[src/rtl/commit_trace_buffer.sv]
// commit_trace_buffer: FIFO of retired-instruction records drained over a valid/ready trace port.
// Optional COMMIT_TRACE_CHECKSUM_EN adds a rolling checksum of accepted GPR writes.
module commit_trace_buffer #(
    parameter int DEPTH = 16,
    parameter int AFULL_THRESH = 12
) (
    input  logic        clk,
    input  logic        rst,
    input  logic        commit_valid_i,
    input  logic [31:0] commit_pc_i,
    input  logic [31:0] commit_instr_i,
    input  logic        commit_wreg_i,
    input  logic [4:0]  commit_waddr_i,
    input  logic [31:0] commit_wdata_i,
    input  logic        flush_i,
    input  logic        trace_ready_i,
    output logic        trace_valid_o,
    output logic [31:0] trace_pc_o,
    output logic [31:0] trace_instr_o,
    output logic        trace_wreg_o,
    output logic [4:0]  trace_waddr_o,
    output logic [31:0] trace_wdata_o,
    output logic [15:0] trace_seq_o,
    output logic        almost_full_o,
    output logic        overflow_o,
    output logic [15:0] drop_cnt_o,
    output logic [31:0] commit_cnt_o
`ifdef COMMIT_TRACE_CHECKSUM_EN
    ,
    output logic [31:0] checksum_o
`endif
);
    localparam int PW = $clog2(DEPTH);
    localparam logic [PW:0] FULL = (PW+1)'(DEPTH);
    localparam logic [PW:0] THRESH = (PW+1)'(AFULL_THRESH);

    logic [31:0] mem_pc [DEPTH];
    logic [31:0] mem_instr [DEPTH];
    logic        mem_wreg [DEPTH];
    logic [4:0]  mem_waddr [DEPTH];
    logic [31:0] mem_wdata [DEPTH];
    logic [15:0] mem_seq [DEPTH];

    logic [PW-1:0] rd_ptr, wr_ptr;
    logic [PW:0]   count, count_nx;
    logic [15:0]   seq;
    logic          pop, push, drop, wreg_f;

    // Flush suppresses both sides so nothing moves in the flush cycle.
    always_comb begin
        wreg_f   = commit_wreg_i & (commit_waddr_i != 5'd0);
        pop      = trace_valid_o & trace_ready_i & ~flush_i;
        push     = commit_valid_i & ~flush_i & ((count != FULL) | pop);
        drop     = commit_valid_i & ~flush_i & (count == FULL) & ~pop;
        count_nx = count + (PW+1)'(push) - (PW+1)'(pop);
    end

    always_ff @(posedge clk) begin
        if (push) begin
            mem_pc[wr_ptr]    <= commit_pc_i;
            mem_instr[wr_ptr] <= commit_instr_i;
            mem_wreg[wr_ptr]  <= wreg_f;
            mem_waddr[wr_ptr] <= commit_waddr_i;
            mem_wdata[wr_ptr] <= commit_wdata_i;
            mem_seq[wr_ptr]   <= seq;
        end
    end

    always_ff @(posedge clk) begin
        if (rst) begin
            rd_ptr        <= '0;
            wr_ptr        <= '0;
            count         <= '0;
            seq           <= '0;
            almost_full_o <= 1'b0;
            overflow_o    <= 1'b0;
            drop_cnt_o    <= '0;
            commit_cnt_o  <= '0;
        end else begin
            commit_cnt_o <= commit_cnt_o + 32'(commit_valid_i);
            if (flush_i) begin
                rd_ptr        <= '0;
                wr_ptr        <= '0;
                count         <= '0;
                almost_full_o <= 1'b0;
                overflow_o    <= 1'b0;
                drop_cnt_o    <= '0;
            end else begin
                if (push) begin
                    wr_ptr <= wr_ptr + 1'b1;
                    seq    <= seq + 16'd1;
                end
                if (pop)
                    rd_ptr <= rd_ptr + 1'b1;
                count         <= count_nx;
                almost_full_o <= count_nx >= THRESH;
                if (drop) begin
                    overflow_o <= 1'b1;
                    drop_cnt_o <= drop_cnt_o == 16'hFFFF ? drop_cnt_o : drop_cnt_o + 16'd1;
                end
            end
        end
    end

    // Head fields read zero while empty.
    always_comb begin
        trace_valid_o = count != '0;
        trace_pc_o    = trace_valid_o ? mem_pc[rd_ptr] : '0;
        trace_instr_o = trace_valid_o ? mem_instr[rd_ptr] : '0;
        trace_wreg_o  = trace_valid_o ? mem_wreg[rd_ptr] : 1'b0;
        trace_waddr_o = trace_valid_o ? mem_waddr[rd_ptr] : '0;
        trace_wdata_o = trace_valid_o ? mem_wdata[rd_ptr] : '0;
        trace_seq_o   = trace_valid_o ? mem_seq[rd_ptr] : '0;
    end

`ifdef COMMIT_TRACE_CHECKSUM_EN
    always_ff @(posedge clk) begin
        if (rst || flush_i)
            checksum_o <= '0;
        else if (push && wreg_f)
            checksum_o <= {checksum_o[30:0], checksum_o[31]} ^ commit_wdata_i ^ {27'b0, commit_waddr_i};
    end
`endif
endmodule

[config.mk]
export PLATFORM = sky130hd
export DESIGN_NAME = commit_trace_buffer
export DESIGN_NICKNAME = d
export VERILOG_FILES = /design/src/rtl/commit_trace_buffer.sv
export SDC_FILE = /design/constraint.sdc
export NUM_CORES = 2
export LEC_CHECK = 0
export BUFFER_PORTS_ARGS = -buffer_cell sky130_fd_sc_hd__buf_2
export CAP_MARGIN = 10
export CORE_UTILIZATION = 44
export CTS_BUF_LIST = sky130_fd_sc_hd__clkbuf_8
export CTS_CLUSTER_SIZE = 28
export DETAILED_ROUTE_END_ITERATION = 10
export PLACE_DENSITY = 0.65
export RECOVER_POWER = 25
export SLEW_MARGIN = 20
export SYNTH_ARGS = -nofsm -noshare
export SYNTH_HDL_FRONTEND = slang
export SYNTH_SLANG_ARGS = --single-unit
[constraint.sdc]
create_clock -name clk -period 9.1 [get_ports clk]
set_input_delay 0 -clock clk [delete_from_list [all_inputs] [get_ports clk]]
set_output_delay 0 -clock clk [all_outputs]
set_load 0.005 [all_outputs]
# Yosys cells after proc, flatten, opt, wreduce, memory -nomap -nowiden
# Memories as Yosys holds them, arrays and structs flattened. A register that Yosys moved wholly into a read port is not among the register bits.
# Index checks and enable logic that the tools add are counted.
# Widths: inputs -> output; s select.
# totals
mem_bits_rw	1888
out_inout_bits	169
word_cells	61
in_bits	107
mem_count	6
reg_bits	79
# classes
magnitude_cmp	1
addsub	7
muxes	20
reduce_logical	5
n_eq_ne	3
bitwise_logic	11
# memory_table
memory	words	width	read_ports	rd_clocked_by_memory_dff	wr	line	text
mem_instr	16	32	1	1	1	38	logic [31:0] mem_instr [DEPTH];
mem_pc	16	32	1	1	1	37	logic [31:0] mem_pc [DEPTH];
mem_wdata	16	32	1	1	1	41	logic [31:0] mem_wdata [DEPTH];
mem_seq	16	16	1	1	1	42	logic [15:0] mem_seq [DEPTH];
mem_waddr	16	5	1	1	1	40	logic [4:0] mem_waddr [DEPTH];
mem_wreg	16	1	1	1	1	39	logic mem_wreg [DEPTH];
# ops
op	n
$mux 32	3
$mux 4	12
$add 16x1->16 const B	2
$add 32x1->32	1
$eq 16x16->1 const B	1
$mux 16	1
$reduce_bool 5->1	2
$add 4x1->4 const B	2
$and 1x1->1	7
$add 5x1->5	1
$eq 5x5->1 const B	1
$ge 5x4->1 const B	1
$mux 5	1
$ne 5x5->1 const B	1
$sub 5x1->5	1
$reduce_and 2->1	2
$mux 1	3
$not 1->1	3
$reduce_or 2->1	1
$or 1x1->1	1

# Longest topological paths before layout
# logic_depth
ltp_word	8
mapped_depth	17
depth_no_buf	14

# Worst setup path after synthesis
# No wires, ideal clock.
# synth_path
path_kind	reg2reg
start	register count[2]
end	memory mem_instr[0][0], enable pin
arrival_ns	9.196
required_time_ns	8.361
period_less_slack_ns	9.935
n_path_buf	2
stages_incl_launch_ff	9
setup_ns	0.739
path_slack_ns	-0.835
cell_sequence	dfxtp_1 -> inv_1 -> ha_1 -> or3b_1 -> buf_6 -> o21a_1 -> buf_2 -> nand2_1 -> nor3_1
# synth_between
elab_chain_len	7
elab_cells_between_ends	8
cone_classes	eq/ne: 1; mux: 2; bitwise: 4; reduce/logical: 1
# synth_rtl
item	line	text
start: declaration	45	logic [PW:0] count, count_nx;
start signal: assignment	95	count <= count_nx;
$reduce_bool 5->1	107	trace_valid_o = count != '0;
$and 1x1->1 (2 in series)	52	pop = trace_valid_o & trace_ready_i & ~flush_i;
$or 1x1->1 *	53	push = commit_valid_i & ~flush_i & ((count != FULL) | pop);
$and 1x1->1 *	53	
$mux 1 *	59	if (push) begin
$mux 1 (implied by the code) *	61	mem_instr[wr_ptr] <= commit_instr_i;
end: declaration	38	
# Every way passes the cells marked *; elsewhere a longest branch is shown, timed or not.

==> reports/results.ini <==
[status]
status=finished clean

[clocking]
htreeDepth=5
clock_sinks=1971
cts_inserted_buffers=327
clkTransAtPathRegs_ns=0.06
cts_root_buf=clkbuf_8
clockBufferDepth=4
cts_tree=done
clk_latency_ns=1.01
postCtsSetupRepairBufs=0

[flow_run]
drv_cap=0

[yosys]
synth.area.top_cells=edfxtp_1 75%, mux4_2 14%, mux2i_1 3.2%
ys_async_sr_fraction_pct=0
synth_nets=3479
ys.flop_type=edfxtp_1
synth.most_common_cell=edfxtp_1
synthesis.instances=3356
yosysWarnings=0
synth-seq-cells=1971
yosys.area.top_type=edfxtp_1
ys_types=52
yosysTopAreaCellShare_pct=75.4
synth_edf_count=1888
ys_seq_area_share_pct=77.6
synth_commonest_cells=1888 x edfxtp_1, 472 x mux4_2, 240 x mux2i_1, 118 x o22ai_1, 99 x clkbuf_1
netlist_area_mm2=0.0752
avgSynthCellArea_um2=22.4

[route]
via_per_inst=5.68
drc_errors=0
num_vias=36800
ant_nets=0
wl_per_cell_um=26.6
routed_wl_um=172000
dr.pass1.iters=8
drtIter0Drc=2921

[placement]
hpwl_um=81900
routabilityCongestion=0.730
port-buffer-count=275
placed_cells=5721

[power]
p_leak_nw=27.3
vdd_drop_max_v=0.000124
power.density_mw_per_mm2=203

[setup_path]
crit_path_max_fanout=44
critPathTopFamily=buffers and inverters
rr_startpoint=count[3]
worstSetupPathDepth=5
arrival_ns=4.61
path_class=reg -> out
slowest_stage=dfxtp_4
crit_chain=buf_4 > buf_4 > mux2i_1 > o22ai_1 > buf_2
critPathBufInv=3
start_kind=flop
cp_common_cell=buf_4
reg2reg_slack_ns=5.16
crit_required_ns=9.10
reg2reg_depth=8
worstSetupEndpointType=primary output
critPathMaxStageDelay_ns=0.89

[sta]
tns_ns=0
maxSlewHeadroom_pct=27.0
finalHoldViolCount=0
tightest_slew_ns=1.10
period_needed_ns=4.61
setup-violations-final=0
rsz0062_at_grt=no
final_max_slew_viol_count=0
fin_worst_skew_ns=0.0590
clock.fmax_mhz=217
finalCritPeriodShare_pct=50.7

[global_route]
globalRouteOverflowTotal=0
grt_pass1_wl_um=252000
track_usage_pct=19.9
grt_start_max_net_pins=126
grt_pass1_vias=38500
antenna_found_initial=18

[floorplanning]
dieArea_mm2=0.173
fp.dieH_um=415
start_util_pct=44.4
core_mm2=0.169
io_pins=276
rows=151
chipWidth_um=415

[layout]
drive_above_1_share_pct=28.2
fin_nets=4172
fin_cells=6479
syn_to_final_growth_pct=16.0

[min_path]
min-delay-path-class=in -> reg
hp-start=trace_ready_i
min_path_cells=5

[cells by family (layout without fill, tap and decap cells)]
| family | after synthesis | after routing | synth area share, % |
|---|---|---|---|
| other cells | 0 | 2 | 0 |
| fa+ha+maj | 16 | 16 | 0.276 |
| mux | 714 | 714 | 17.4 |
| xor+xnor | 23 | 23 | 0.268 |
| flops | 1971 | 1971 | 77.6 |
| buf+inv | 201 | 1104 | 1.10 |
| simple gates | 216 | 216 | 1.61 |
| compound gates | 215 | 215 | 1.79 |
[flip-flops by register name, summed over array words and instances (netlist names), 5 cells and up, named ones only]
signal	flops
mem_wreg	16
mem_instr	512
mem_waddr	80
mem_pc	512
mem_wdata	512
drop_cnt_o	16
seq	16
commit_cnt_o	32
count	5
mem_seq	256
[area by class of cell]
| type | instances | area (um^2) |
|---|---|---|
| Antenna cell | 2 | 5.00 |
| Fill cell | 13100 | 82200 |
| Tap cell | 2218 | 2780 |
| Sequential cell | 1971 | 58400 |
| Multi-Input combinational cell | 1184 | 16200 |
| Inverter | 19 | 71.3 |
| Clock inverter | 205 | 1070 |
| Clock buffer | 334 | 4600 |
| Timing Repair Buffer | 546 | 4180 |
[layout by cell type, fill, tap and decap left out, types with 35 or more instances in the layout]
cell,count
a21oi_1,40
buf_2,267
mux4_2,472
clkbuf_8,334
clkinv_1,61
inv_1,120
nand2_1,35
edfxtp_1,1888
buf_4,38
dlygate4sd3_1,215
dfxtp_1,80
o22ai_1,118
mux2i_1,240
[stage by stage]
| step | cell area (um^2) | total power, mW | util [%] | hold slack (ns) | setup WS [ns] |
|---|---|---|---|---|---|
| after CTS | 87200 | 17.9 | 51.4 | 0.0147 | 4.15 |
| after global routing | 87200 | 18.3 | 51.5 | 0.0958 | 4.04 |
| final | 87200 | 17.7 | 51.5 | 0.131 | 4.49 |
| after global placement | 79400 | 10.9 | 46.8 | 0.373 | 5.23 |
| after floorplan | 75200 | 10.5 | - | 0.0989 | 2.33 |
| after detailed placement | 79400 | 10.9 | 46.8 | 0.382 | 5.15 |
[where the power goes]
part	total (mW)	internal (mW)	switching (mW)
combinational	0.801	0.311	0.489
clock	6.96	3.63	3.33
sequential	9.98	9.96	0.0182
total	17.7	13.9	3.84
[metal layers]
metal	share of wire (%)	routed length (um)	vias up	GRT usage (%)
li1	-	-	15700	-
met1	41	71200	19500	26.9
met2	49	84900	1312	32.3
met3	6.5	11200	299	3.99
met4	2.7	4690	10	6.89
met5	0.045	77	-	0
[worst reg2reg max path: stages (launching register included)]
cell and delay (ns):
dfxtp_1 0.35, inv_1 0.07, ha_1 0.19, or3b_1 0.36, o21a_1 0.38, nand2_1 0.30
nor2_4 0.16, buf_4 0.80, buf_4 0.88
[repair_timing]
item,4_1_cts,5_1_grt
hold endpoints to repair,1715,0
endpoints found under the setup margin,0,0
hold buffers,215,0
resized for setup,0,0
[worst paths after layout]
path / endpoint
worst max-delay path: trace_wdata_o[14]
worst min-delay path: rd_ptr[0]
worst max register to register: mem_seq[9][1]
worst min register to register: overflow_o
Note: power is estimated with default switching activity, not from simulation.
